`src/rtl/weight_loader.sv`:
```
// weight_loader: programming master for the layer weight-memory port.
// Streams weight words into every neuron's weight RAM in {neuron, weight}
// address order and, when VERIFY is set, reads each word back and compares.
module weight_loader #(
  parameter int unsigned WEIGHT_SIZE       = 32,
  parameter int unsigned NUM_INPUTS        = 4,
  parameter int unsigned NUM_NEURONS       = 1,
  parameter int unsigned NEURON_ADDR_WIDTH = 28,
  parameter int unsigned WEIGHT_ADDR_WIDTH = 10,
  parameter int unsigned VERIFY            = 1,
  parameter int unsigned RD_LAT            = 1
) (
  input  logic                         clk,
  input  logic                         rst,
  input  logic                         start,
  input  logic                         s_valid,
  output logic                         s_ready,
  input  logic [WEIGHT_SIZE-1:0]       s_data,
  output logic [NEURON_ADDR_WIDTH-1:0] mem_addr,
  output logic [WEIGHT_SIZE-1:0]       mem_din,
  output logic                         mem_wen,
  input  logic [WEIGHT_SIZE-1:0]       mem_dout,
  output logic                         busy,
  output logic                         done,
  output logic                         error,
  output logic [15:0]                  err_count,
  output logic [NEURON_ADDR_WIDTH-1:0] err_addr
);

  localparam int unsigned NIDX_W = NEURON_ADDR_WIDTH - WEIGHT_ADDR_WIDTH;
  localparam int unsigned CHK_W  = $clog2(RD_LAT + 1);

  localparam logic [WEIGHT_ADDR_WIDTH-1:0] LAST_W   = WEIGHT_ADDR_WIDTH'(NUM_INPUTS - 1);
  localparam logic [NIDX_W-1:0]            LAST_N   = NIDX_W'(NUM_NEURONS - 1);
  localparam logic [CHK_W-1:0]             CHK_LAST = CHK_W'(RD_LAT);

  typedef enum logic [2:0] {IDLE, ACCEPT, WRITE, CHECK, DONE} state_t;

  state_t                       state_q;
  state_t                       state_d;
  logic [WEIGHT_ADDR_WIDTH-1:0] weight_idx;
  logic [NIDX_W-1:0]            neuron_idx;
  logic [CHK_W-1:0]             chk_cnt;
  logic                         last_c;
  logic                         clear_c;
  logic                         accept_c;
  logic                         advance_c;
  logic                         compare_c;

  // Current word is the final one of the whole load.
  assign last_c = (weight_idx == LAST_W) && (neuron_idx == LAST_N);

  // State register.
  always_ff @(posedge clk or negedge rst) begin
    if (!rst) state_q <= IDLE;
    else      state_q <= state_d;
  end

  // Next-state logic and single-cycle datapath strobes.
  always_comb begin
    state_d   = state_q;
    clear_c   = 1'b0;
    accept_c  = 1'b0;
    advance_c = 1'b0;
    compare_c = 1'b0;
    unique case (state_q)
      IDLE: begin
        if (start) begin
          clear_c = 1'b1;
          state_d = ACCEPT;
        end
      end
      ACCEPT: begin
        if (s_valid) begin
          accept_c = 1'b1;
          state_d  = WRITE;
        end
      end
      WRITE: begin
        if (VERIFY != 0) begin
          state_d = CHECK;
        end else begin
          advance_c = 1'b1;
          state_d   = last_c ? DONE : ACCEPT;
        end
      end
      CHECK: begin
        if (chk_cnt == CHK_LAST) begin
          compare_c = 1'b1;
          advance_c = 1'b1;
          state_d   = last_c ? DONE : ACCEPT;
        end
      end
      DONE:    state_d = IDLE;
      default: state_d = IDLE;
    endcase
  end

  // Control outputs registered from the upcoming state.
  always_ff @(posedge clk or negedge rst) begin
    if (!rst) begin
      s_ready <= 1'b0;
      mem_wen <= 1'b0;
      busy    <= 1'b0;
      done    <= 1'b0;
    end else begin
      s_ready <= (state_d == ACCEPT);
      mem_wen <= (state_d == WRITE);
      busy    <= (state_d != IDLE);
      done    <= (state_d == DONE);
    end
  end

  // Word capture, address counters and read-back wait counter.
  always_ff @(posedge clk or negedge rst) begin
    if (!rst) begin
      weight_idx <= '0;
      neuron_idx <= '0;
      chk_cnt    <= '0;
      mem_addr   <= '0;
      mem_din    <= '0;
    end else begin
      chk_cnt <= (state_q == CHECK) ? chk_cnt + CHK_W'(1) : '0;
      if (clear_c) begin
        weight_idx <= '0;
        neuron_idx <= '0;
      end
      if (accept_c) begin
        mem_addr <= {neuron_idx, weight_idx};
        mem_din  <= s_data;
      end
      if (advance_c) begin
        if (weight_idx == LAST_W) begin
          weight_idx <= '0;
          neuron_idx <= neuron_idx + NIDX_W'(1);
        end else begin
          weight_idx <= weight_idx + WEIGHT_ADDR_WIDTH'(1);
        end
      end
    end
  end

  // Verify status: sticky flag, saturating count, first failing address.
  always_ff @(posedge clk or negedge rst) begin
    if (!rst) begin
      error     <= 1'b0;
      err_count <= '0;
      err_addr  <= '0;
    end else if (clear_c) begin
      error     <= 1'b0;
      err_count <= '0;
      err_addr  <= '0;
    end else if (compare_c && (mem_dout != mem_din)) begin
      error <= 1'b1;
      if (err_count != 16'hFFFF) err_count <= err_count + 16'd1;
      if (err_count == 16'd0)    err_addr  <= mem_addr;
    end
  end

endmodule

```
`config.mk`:
```
export PLATFORM = sky130hd
export DESIGN_NAME = weight_loader
export DESIGN_NICKNAME = d
export VERILOG_FILES = /design/src/rtl/weight_loader.sv
export SDC_FILE = /design/constraint.sdc
export NUM_CORES = 1
export LEC_CHECK = 0
export ABC_AREA = 1
export CAP_MARGIN = 20
export CORE_MARGIN = 4
export CORE_UTILIZATION = 42
export DETAILED_ROUTE_END_ITERATION = 6
export PLACE_DENSITY = 0.67
export RECOVER_POWER = 50
export SLEW_MARGIN = 10
export SYNTH_ARGS = -nofsm -noshare
export SYNTH_HDL_FRONTEND = slang
export SYNTH_SLANG_ARGS = --single-unit
export TNS_END_PERCENT = 5
```
`constraint.sdc`:
```
create_clock -name clk -period 3.8 [get_ports clk]
set_input_delay 0.38 -clock clk [delete_from_list [all_inputs] [get_ports clk]]
set_output_delay 0.38 -clock clk [all_outputs]
set_load 0.01 [all_outputs]
```
==> results.ini, run 1 <==
[finish]
fill_cells = 1470
multi_input_area_sq_um = 2920
design_area_sq_um = 9440
drive_gt1_share_pct = 5.08
regArea_sq_um = 3530
layout.nets = 1104
syn2layout_area_growth_pct = 37.9
fin_cells = 1261
fin_util_pct = 59.2

[place]
dpl_cell_area_sq_um = 8840
placed_cells = 1228
hpwlAfterDp_mm = 13.3
gp_congestion = 0.849
dp_slack_ps = 1270
portBuffers = 176

[floorplan]
die_x_um = 136
core_region_area_sq_um = 15900
dieArea_sq_um = 18400
pin_count = 177
start_util_pct = 42.9
die_h_um = 136
rows = 46

[power_and_ir_drop]
p_leak_nw = 4.50
ir_drop_mv = 0.346
p_per_area_nw_per_um2 = 648
clkPwrFrac_pct = 27.4
power_mw = 6.11
intPower_mw = 3.85
p_switching_mw = 2.26
pwr-share-comb_pct = 36.0
p_seq_share_pct = 36.7
swShare_pct = 37.0

[timing]
worst_pin_slew_ps = 2100
fin_hold_ws_ps = 435
fin_setup_tns_ps = 0
fin_skew_ps = 6.70
hold_viol = 0
slew_viol_final = 82
setup_violations = 0
period_needed_ps = 2370
rsz0062_at_grt = false
fmax_mhz = 421
max-slew-margin-rel_pct = -40.1
period_share_pct = 62.5
fin_ws_ps = 1430

[route]
first_pass_iters = 5
drt_iter0_drc = 410
drc_errors = 0
drt-total-wl_mm = 18.7
vias_per_cell = 4.88
drt-wirelength-per-cell_um = 14.8
vias = 6155
ant_nets = 0

[clock_tree]
clk_path_buf_depth = 2
cts_made_buffers = 17
cts-root-buf = clkbuf_16
hold_buffers = 0
htreeDepth = 4
cts-resized-gates = 0
post_cts_buffers = 0
insertion_delay_ps = 420
cts.sinks = 141
clk_pin_slew_ps = 60
cts_tree = yes

[logic_synthesis]
synth_cell_type_count = 34
yosysWarnings = 0
synthTopCellsByArea = dfrtp_1 (52%), nand2_1 (15%), nand3_1 (7.2%), o21ai_0 (4.0%), inv_1 (4.0%)
yosysSeqAreaShare_pct = 51.6
syn_inst = 859
synth_nets = 932
yosysMostFrequentCell = nand2_1
synth_top_area_share_pct = 51.6
syn_area_sq_um = 6840
syn_area_per_cell_sq_um = 7.96
ys_async_sr_fraction_pct = 100
synth_top_area_cell = dfrtp_1
ys_top_cells_by_count = nand2_1 (278), dfrtp_1 (141), nand3_1 (99), inv_1 (73), nor2_1 (60)
synth_seq_cells = 141
ys.flop_type = dfrtp_1
synth_edf_count = 0

[setup_path]
timing.rr.end = err_count[3]
crit_type = flip-flop to flip-flop
cpMaxStageDelayCell = dfrtp_1
worst-path-max-fanout = 17
cp_common_cell = nand2_1
worstPathCellList = ha_1, nand2_1, nor3_2, nand2_1, nor2_1, nand3_1, nand3_2, nand2_2, nand2_1, nand2_1
crit_arrival_ps = 2680
timing.rr.start = err_count[0]
critPathMaxStageDelay_ps = 460
cp_num_buf_inv = 0
required_ps = 4110
path_delay_family = simple AND/OR/NAND/NOR gates
setup.worst_path.start_class = flip-flop
ff2ff_setup_slack_ps = 1430
rr_worst_depth = 10
endpoint_kind = flip-flop

[global_route]
grt_pass1_vias = 5995
antenna_found_initial = 1
grt_max_degree = 83
grt-ovfl-total = 0
grt_usage_pct = 20.8
grt_pass1_wl_mm = 30.3

[min_path]
hp-start = chk_cnt
hold_path_class = flip-flop to flip-flop
hold_path_end = chk_cnt
holdPathStages = 1

[outcome]
violations = capacitance limit, slew limit
status = finished, violations left

[flow_run]
drv_cap = 1

## layout make-up
class	instances	share of cell area (%)
sequential	141	37.4
multi-input combinational	611	31.0
timing repair buffer	184	19.4
clock buffer	18	4.65
inverter	76	3.02
tap	216	2.86
clock inverter	14	1.67
antenna	1	0.0265
## cells in the final DEF (no fill, tap or decap), types with 3 or more instances in the layout
| cell type | Yosys | layout |
|---|---|---|
| a21oi_1 | 14 | 13 |
| buf_4 | 0 | 7 |
| clkbuf_16 | 0 | 17 |
| clkdlybuf4s50_1 | 0 | 125 |
| clkinvlp_4 | 0 | 3 |
| dfrtp_1 | 141 | 141 |
| dlygate4sd3_1 | 0 | 50 |
| ha_1 | 5 | 5 |
| inv_1 | 73 | 72 |
| inv_2 | 2 | 3 |
| inv_6 | 0 | 6 |
| nand2_1 | 278 | 278 |
| nand3_1 | 99 | 98 |
| nand4_1 | 13 | 13 |
| nor2_1 | 60 | 60 |
| nor3_1 | 25 | 25 |
| nor4_1 | 3 | 3 |
| o21ai_0 | 55 | 55 |
| o22ai_1 | 5 | 5 |
| xnor2_1 | 23 | 23 |
| xor2_1 | 16 | 16 |
## sequential cells by signal, indices dropped and copies added (netlist names)
| signal | cells |
|---|---|
| busy | 1 |
| mem_din | 32 |
| mem_wen | 1 |
| done | 1 |
| s_ready | 1 |
| err_count | 16 |
| err_addr | 28 |
| error | 1 |
| mem_addr | 28 |
| state_q | 3 |
| neuron_idx | 18 |
| chk_cnt | 1 |
| weight_idx | 10 |
## cell families (layout without fill, tap and decap cells)
family	count (synthesis)	count (layout)	synth area share [%]
flip-flops	141	141	51.6
AND/OR/NAND/NOR	488	488	30.5
XOR/XNOR	39	39	4.99
adder cells (fa/ha/maj)	5	5	0.914
buffers and inverters	107	292	5.96
AO/OA/AOI/OAI	79	79	6.09
other	0	1	0
## per-layer routing
layer / share of wire [%] / wire (um) / GRT usage, %
met1: 45 / 8390 / 28.1
met2: 48 / 8960 / 33.5
met3: 5.1 / 949 / 4.01
met4: 1.9 / 360 / 7.39
met5: 0 / 0 / 0
## worst max path at each step
stage	end	startpoint	cells after the start	slack [ps]
3_5_place_dp	err_count[3]	mem_dout[30]	11	1270
5_1_grt	err_count[3]	err_count[0]	10	1090
3_3_place_gp	err_count[7]	mem_dout[24]	11	1320
4_1_cts	err_count[3]	err_count[0]	10	1430
2_1_floorplan	err_count[10]	err_count[0]	11	1870
6_report	err_count[3]	err_count[0]	10	1430
## worst reg2reg max path: stages (launching register included)
cell	delay [ps]
dfrtp_1	460
ha_1	220
nand2_1	100
nor3_2	310
nand2_1	110
nor2_1	150
nand3_1	120
nand3_2	290
nand2_2	300
nand2_1	140
nand2_1	60
## power groups by stage
stage,combinational (mW),sequential [mW],clock (mW)
3_3_place_gp,2.23,2.26,0
4_1_cts,2.27,2.24,1.71
3_5_place_dp,2.26,2.26,0
6_report,2.20,2.24,1.67
2_1_floorplan,1.07,2.33,0
5_1_grt,2.46,2.30,1.78
Power figures use the tool's default switching activity.
==> run 2: changes to the inputs <==
--- a/config.mk
+++ b/config.mk
@@ -10,7 +10,7 @@
 export CORE_MARGIN = 4
 export CORE_UTILIZATION = 42
 export DETAILED_ROUTE_END_ITERATION = 6
-export PLACE_DENSITY = 0.67
+export PLACE_DENSITY = 0.7
 export RECOVER_POWER = 50
 export SLEW_MARGIN = 10
 export SYNTH_ARGS = -nofsm -noshare
==> constraint.sdc (replaced) <==
create_clock -name clk -period 2 [get_ports clk]
set_input_delay 0.2 -clock clk [delete_from_list [all_inputs] [get_ports clk]]
set_output_delay 0.2 -clock clk [all_outputs]
set_load 0.01 [all_outputs]
==> run 2 against run 1 <==
The run now ends clean. Combinational power grew 100%. Critical endpoint is now neuron_idx[7]. Count of clock-buffer cells in the layout up 1. Power is 97% higher. Final cell count grew 1.3%. Sequential cell count did not move. Maximum frequency is 30% higher. Cell area is 2.4% higher. First-iteration DRC count shrank 20%. Clock skew rose by 1.4 ps. Clock power grew 98%. Global-route usage barely moved.
==> results.ini, run 2 (synthesis gave the netlist of run 1 again) <==
[outcome]
status = complete, no violations

[route]
drt_iter0_drc = 327  ; -20%
wl_met1_mm = 8.33  ; -0.75%
top_layer_used = met4
first_pass_iters = 5  ; unchanged
ant_nets = 0  ; unchanged
drt-total-wl_mm = 18.7  ; +0.35%
dr_wl_met2_mm = 9.25  ; +3.2%
drc_errors = 0  ; unchanged
vias = 6290  ; +2.2%
drt-wirelength-per-cell_um = 14.7  ; -0.90%
route.met3.wl_um = 936  ; -1.4%
vias_per_cell = 4.93  ; +0.91%

[floorplan]
start_util_pct = 42.9  ; unchanged
rows = 46  ; unchanged
die_h_um = 136  ; unchanged
die_x_um = 136  ; unchanged
core_region_area_sq_um = 15900  ; unchanged
pin_count = 177  ; unchanged
dieArea_sq_um = 18400  ; unchanged

[min_path]
hold_path_class = input pin to flip-flop
holdPathStages = 3  ; +2

[power_and_ir_drop]
power_mw = 12.0  ; +97%
p_leak_nw = 4.54  ; +0.95%
p_per_area_nw_per_um2 = 1240  ; +92%
ir_drop_mv = 0.677  ; +96%

[clock_tree]
insertion_delay_ps = 420  ; about the same
htreeDepth = 4  ; unchanged
cts.sinks = 141  ; unchanged
post_cts_buffers = 0  ; unchanged
clk_pin_slew_ps = 60  ; about the same
cts_tree = yes
cts-root-buf = clkbuf_16
clk_path_buf_depth = 2  ; unchanged
cts_made_buffers = 17  ; unchanged

[place]
hpwlAfterDp_mm = 13.7  ; +2.7%
dpl_cell_area_sq_um = 9060  ; +2.5%
dp_slack_ps = -37.1  ; -1300 ps
portBuffers = 176  ; unchanged
gp_congestion = 0.870  ; +2.4%

[setup_path]
crit_cells = 8  ; -2
critPathMaxStageDelay_ps = 390  ; -70 ps
cp_num_buf_inv = 0  ; unchanged
ff2ff_setup_slack_ps = 170  ; -1250 ps
setup.worst_path.start_class = flip-flop
worstPathCellList = ha_1, nand2_1, nor2_1, nand3_2, nor2_1, nand2_1, o21ai_0, a21oi_1
rr_worst_depth = 8  ; -2
endpoint_kind = flip-flop
crit_type = flip-flop to flip-flop
required_ps = 2300  ; -1810 ps
path_delay_family = simple AND/OR/NAND/NOR gates
cp-endpoint = neuron_idx[7]
critPathLaunch = weight_idx[0]
timing.rr.start = weight_idx[0]
timing.rr.end = neuron_idx[7]
worst-path-max-fanout = 6  ; -11
cpMaxStageDelayCell = dfrtp_1
crit_arrival_ps = 2130  ; -550 ps

[global_route]
grt_pass1_vias = 5916  ; -1.3%
grt_max_degree = 67  ; -19%
grt_usage_pct = 20.8  ; -0.041 points
grt-ovfl-total = 0  ; unchanged
antenna_found_initial = 0  ; -1
grt_pass1_wl_mm = 30.2  ; -0.32%

[timing]
fmax_mhz = 547  ; +30%
setup_violations = 0  ; unchanged
fin_setup_tns_ps = 0  ; unchanged
worst_pin_slew_ps = 1230  ; -875 ps
slew_viol_final = 0  ; -100%
max-slew-margin-rel_pct = 18.2  ; +58 points
fin_ws_ps = 172  ; -1250 ps
rsz0062_at_grt = true
hold_viol = 0  ; unchanged
fin_skew_ps = 8.09  ; +1.39 ps
period_share_pct = 91.4  ; +29 points
period_needed_ps = 1830  ; -545 ps

[flow_run]
drv_cap = 0  ; -1

[finish]
fill_cells = 1448  ; -1.5%
reg_top3 = mem_din (32), err_addr (28), mem_addr (28)
design_area_sq_um = 9660  ; +2.4%
insertedDiodeCount = 0  ; -1
layout_commonest_cell = nand2_1
top_register = mem_din
drive_gt1_share_pct = 6.60  ; +1.5 points
largest_reg_flops = 32  ; unchanged
layout.nets = 1124  ; +1.8%
syn2layout_area_growth_pct = 41.2
fin_util_pct = 60.6  ; +1.4 points
layout_common_cells = nand2_1 (278), clkdlybuf4s50_1 (155), dfrtp_1 (141)

## run 2: cell count changes in the layout (fill, tap and decap cells not counted), sizes merged
cell	change
clkdlybuf4s50	+30
dlygate4sd3	-29
buf	+16
inv	-6
clkbuf	+4
bufinv	+2
clkinv	+1
clkinvlp	-1
diode	-1
## run 2: how the worst min path moves through the flow
stage | startpoint | to | slack (ps)
floorplan | rst | busy | -100
global placement | rst | mem_din[12] | 160
detailed placement | rst | mem_din[13] | 160
CTS | rst | mem_din[13] | 280
global route | s_data[9] | mem_din[9] | 300
finish | s_data[7] | mem_din[7] | 310
## run 2: power by group
group          switching [mW]  internal, mW  total [mW]
Clock                    1.18          2.13        3.31
Combinational            2.41          2.10        4.50
Sequential              0.664          3.54        4.21
## run 2: through the flow
step                      cells  hold slack (ps)
after floorplan             859            -95.6
after global placement     1247              161
after detailed placement   1247              163
after CTS                  1277              277
after global routing       1277              304
final                      1277              309
## run 2: final cells by class
| cell class | instances | area (sq um) | area share, % |
|---|---|---|---|
| clock buffers | 19 | 453 | 4.69 |
| clock inverters | 10 | 166 | 1.72 |
| inverters | 76 | 285 | 2.95 |
| multi-input cells | 611 | 2930 | 30.4 |
| flip-flops and latches | 141 | 3530 | 36.5 |
| well taps | 216 | 270 | 2.80 |
| repair buffers | 204 | 2020 | 21.0 |
## run 2: timing repair
action,CTS,global route
setup endpoints to repair,0,18
gates resized for setup,0,4
hold buffers,1,0
endpoints found under the hold margin,43,0
## run 2: tightest hold or removal path, stage by stage
cell and delay (ps):
clkdlybuf4s50_1 390, nand2_1 60, nand2_1 40
## run 2: routing by layer
layer / vias up / GRT usage (%)
li1: 3160 / -
met5: - / 0
met4: 0 / 6.33
met2: 165 / 33.7
met1: 2951 / 28.4
met3: 14 / 3.90
==> run 3: changes to the inputs <==
--- a/config.mk
+++ b/config.mk
@@ -12,6 +12,7 @@
 export DETAILED_ROUTE_END_ITERATION = 6
 export PLACE_DENSITY = 0.7
 export RECOVER_POWER = 50
+export SKIP_CTS_REPAIR_TIMING = 1
 export SLEW_MARGIN = 10
 export SYNTH_ARGS = -nofsm -noshare
 export SYNTH_HDL_FRONTEND = slang
==> run 3 against run 2 <==
Die area stayed put. Sequential cell count unchanged. Final cell count did not move. Sequential share of layout area did not move. Utilization stayed put. Maximum frequency hardly changed. Count of clock-buffer cells in the layout did not move. Global-route usage unchanged. Largest cell class unchanged. Combinational power about the same.
==> results.ini, run 3 (synthesis gave the netlist of run 1 again) <==
[route]
vias = 6283  ; -0.11%
first_pass_iters = 5  ; unchanged
drc_errors = 0  ; unchanged
ant_nets = 0  ; unchanged
drt-total-wl_mm = 18.8  ; +0.15%
vias_per_cell = 4.92  ; -0.11%
drt-wirelength-per-cell_um = 14.7  ; +0.15%
drt_iter0_drc = 331  ; +1.2%

[finish]
syn2layout_area_growth_pct = 41.2  ; unchanged
layout_commonest_cell = nand2_1
drive_gt1_share_pct = 6.60  ; unchanged
layout_common_cells = nand2_1 (278), clkdlybuf4s50_1 (155), dfrtp_1 (141)
insertedDiodeCount = 0  ; unchanged
reg_top3 = mem_din (32), err_addr (28), mem_addr (28)
largest_reg_flops = 32  ; unchanged
design_area_sq_um = 9660  ; unchanged
top_register = mem_din
layout.nets = 1124  ; unchanged

[timing]
slew_viol_final = 0  ; unchanged
fin_setup_tns_ps = 0  ; unchanged
hold_viol = 0  ; unchanged
period_needed_ps = 1830  ; +0.667 ps
rsz0062_at_grt = true
fmax_mhz = 547  ; about the same
worst_pin_slew_ps = 1220  ; -3.66 ps
setup_violations = 0  ; unchanged
fin_skew_ps = 8.04  ; -0.0453 ps
period_share_pct = 91.4  ; about the same
max-slew-margin-rel_pct = 18.5  ; +0.24 points

[clock_tree]
cts_made_buffers = 17  ; unchanged
clk_path_buf_depth = 2  ; unchanged
clk_pin_slew_ps = 60  ; about the same
insertion_delay_ps = 420  ; about the same
htreeDepth = 4  ; unchanged
cts_tree = yes
cts-root-buf = clkbuf_16
cts.sinks = 141  ; unchanged

[global_route]
use_met1_pct = 28.4  ; unchanged
grt_pass1_vias = 5919  ; +0.051%
grt_usage_pct = 20.8  ; unchanged
grt-ovfl-total = 0  ; unchanged
grt_use_met2_pct = 33.7  ; unchanged
antenna_found_initial = 0  ; unchanged
grt.busiest_layer = met2
grt_max_degree = 67  ; unchanged
use_met3_pct = 3.90  ; unchanged
grt_pass1_wl_mm = 30.2  ; unchanged

[flow_run]
drv_cap = 0  ; unchanged

[setup_path]
crit_arrival_ps = 2130  ; about the same
worst-path-max-fanout = 6  ; unchanged
cp_num_buf_inv = 0  ; unchanged
endpoint_kind = flip-flop
ff2ff_setup_slack_ps = 170  ; about the same
timing.rr.end = neuron_idx[7]
timing.rr.start = weight_idx[0]
path_delay_family = simple AND/OR/NAND/NOR gates
setup.worst_path.start_class = flip-flop
required_ps = 2300  ; about the same
crit_type = flip-flop to flip-flop
worstPathCellList = ha_1, nand2_1, nor2_1, nand3_2, nor2_1, nand2_1, o21ai_0, a21oi_1
critPathMaxStageDelay_ps = 390  ; about the same
cpMaxStageDelayCell = dfrtp_1
rr_worst_depth = 8  ; unchanged

[power_and_ir_drop]
clkPwrFrac_pct = 27.6  ; about the same
p_seq_share_pct = 35.0  ; about the same
p_leak_nw = 4.54  ; unchanged
p_per_area_nw_per_um2 = 1240  ; about the same
pwr-share-comb_pct = 37.4  ; about the same
ir_drop_mv = 0.680  ; +0.50%
swShare_pct = 35.4  ; about the same
p_switching_mw = 4.25  ; about the same
intPower_mw = 7.77  ; about the same
power_mw = 12.0  ; about the same

[place]
gp_congestion = 0.870  ; unchanged
dpl_cell_area_sq_um = 9060  ; unchanged
portBuffers = 176  ; unchanged
hpwlAfterDp_mm = 13.7  ; unchanged

[floorplan]
start_util_pct = 42.9  ; unchanged
rows = 46  ; unchanged
die_x_um = 136  ; unchanged
die_h_um = 136  ; unchanged
core_region_area_sq_um = 15900  ; unchanged
dieArea_sq_um = 18400  ; unchanged
pin_count = 177  ; unchanged

[outcome]
status = complete, no violations

[min_path]
hp-start = s_data[7]
hold_path_end = mem_din[7]
hold_path_class = input pin to flip-flop
holdPathStages = 3  ; unchanged

[run 3: cell counts in the layout (fill, tap and decap cells not counted)]
Identical to the previous run, type by type.
[run 3: how the worst max path moves through the flow]
stage                   from  cells after the start        endpoint
3_3_place_gp    mem_dout[13]                     11   err_count[13]
4_1_cts        weight_idx[0]                      8   neuron_idx[7]
3_5_place_dp    mem_dout[12]                     11    err_count[4]
2_1_floorplan   err_count[0]                     11   err_count[10]
6_report       weight_idx[0]                      8   neuron_idx[7]
5_1_grt        neuron_idx[0]                      9  neuron_idx[16]
[run 3: cell type report]
type / instances / area, sq um
Fill cell: 1448 / 6280
Sequential cell: 141 / 3530
Multi-Input combinational cell: 611 / 2930
Timing Repair Buffer: 204 / 2020
Clock buffer: 19 / 453
Inverter: 76 / 285
Tap cell: 216 / 270
Clock inverter: 10 / 166
[run 3: power by group through the flow]
stage               logic, mW  registers [mW]  clock network, mW
finish                   4.50            4.21               3.32
global route             4.97            4.31               3.51
CTS                      4.60            4.21               3.39
detailed placement       4.57            4.24                  0
global placement         4.51            4.24                  0
floorplan                2.03            4.42                  0
[run 3: tightest hold or removal path, delay by kind of cell]
family	cells	cell delay [ps]
buffers and inverters	1	390
AND/OR/NAND/NOR	2	100
[run 3: layer usage]
layer | part of all wire (%) | wire length (um)
met5 | 0 | 0
met4 | 1.4 | 262
met3 | 4.7 | 883
met2 | 49 | 9220
met1 | 45 | 8390
[run 3: metrics by stage]
| stage | worst slack [ps] | instances | util [%] | hold WS [ps] |
|---|---|---|---|---|
| final | 171 | 1277 | 60.6 | 307 |
| after global routing | -27.0 | 1277 | 60.6 | 304 |
| after CTS | 103 | 1276 | 60.7 | -288 |
| after detailed placement | -37.1 | 1247 | 56.8 | 163 |
| after global placement | 16.9 | 1247 | 56.8 | 161 |
| after floorplan | 71.4 | 859 | - | -95.6 |
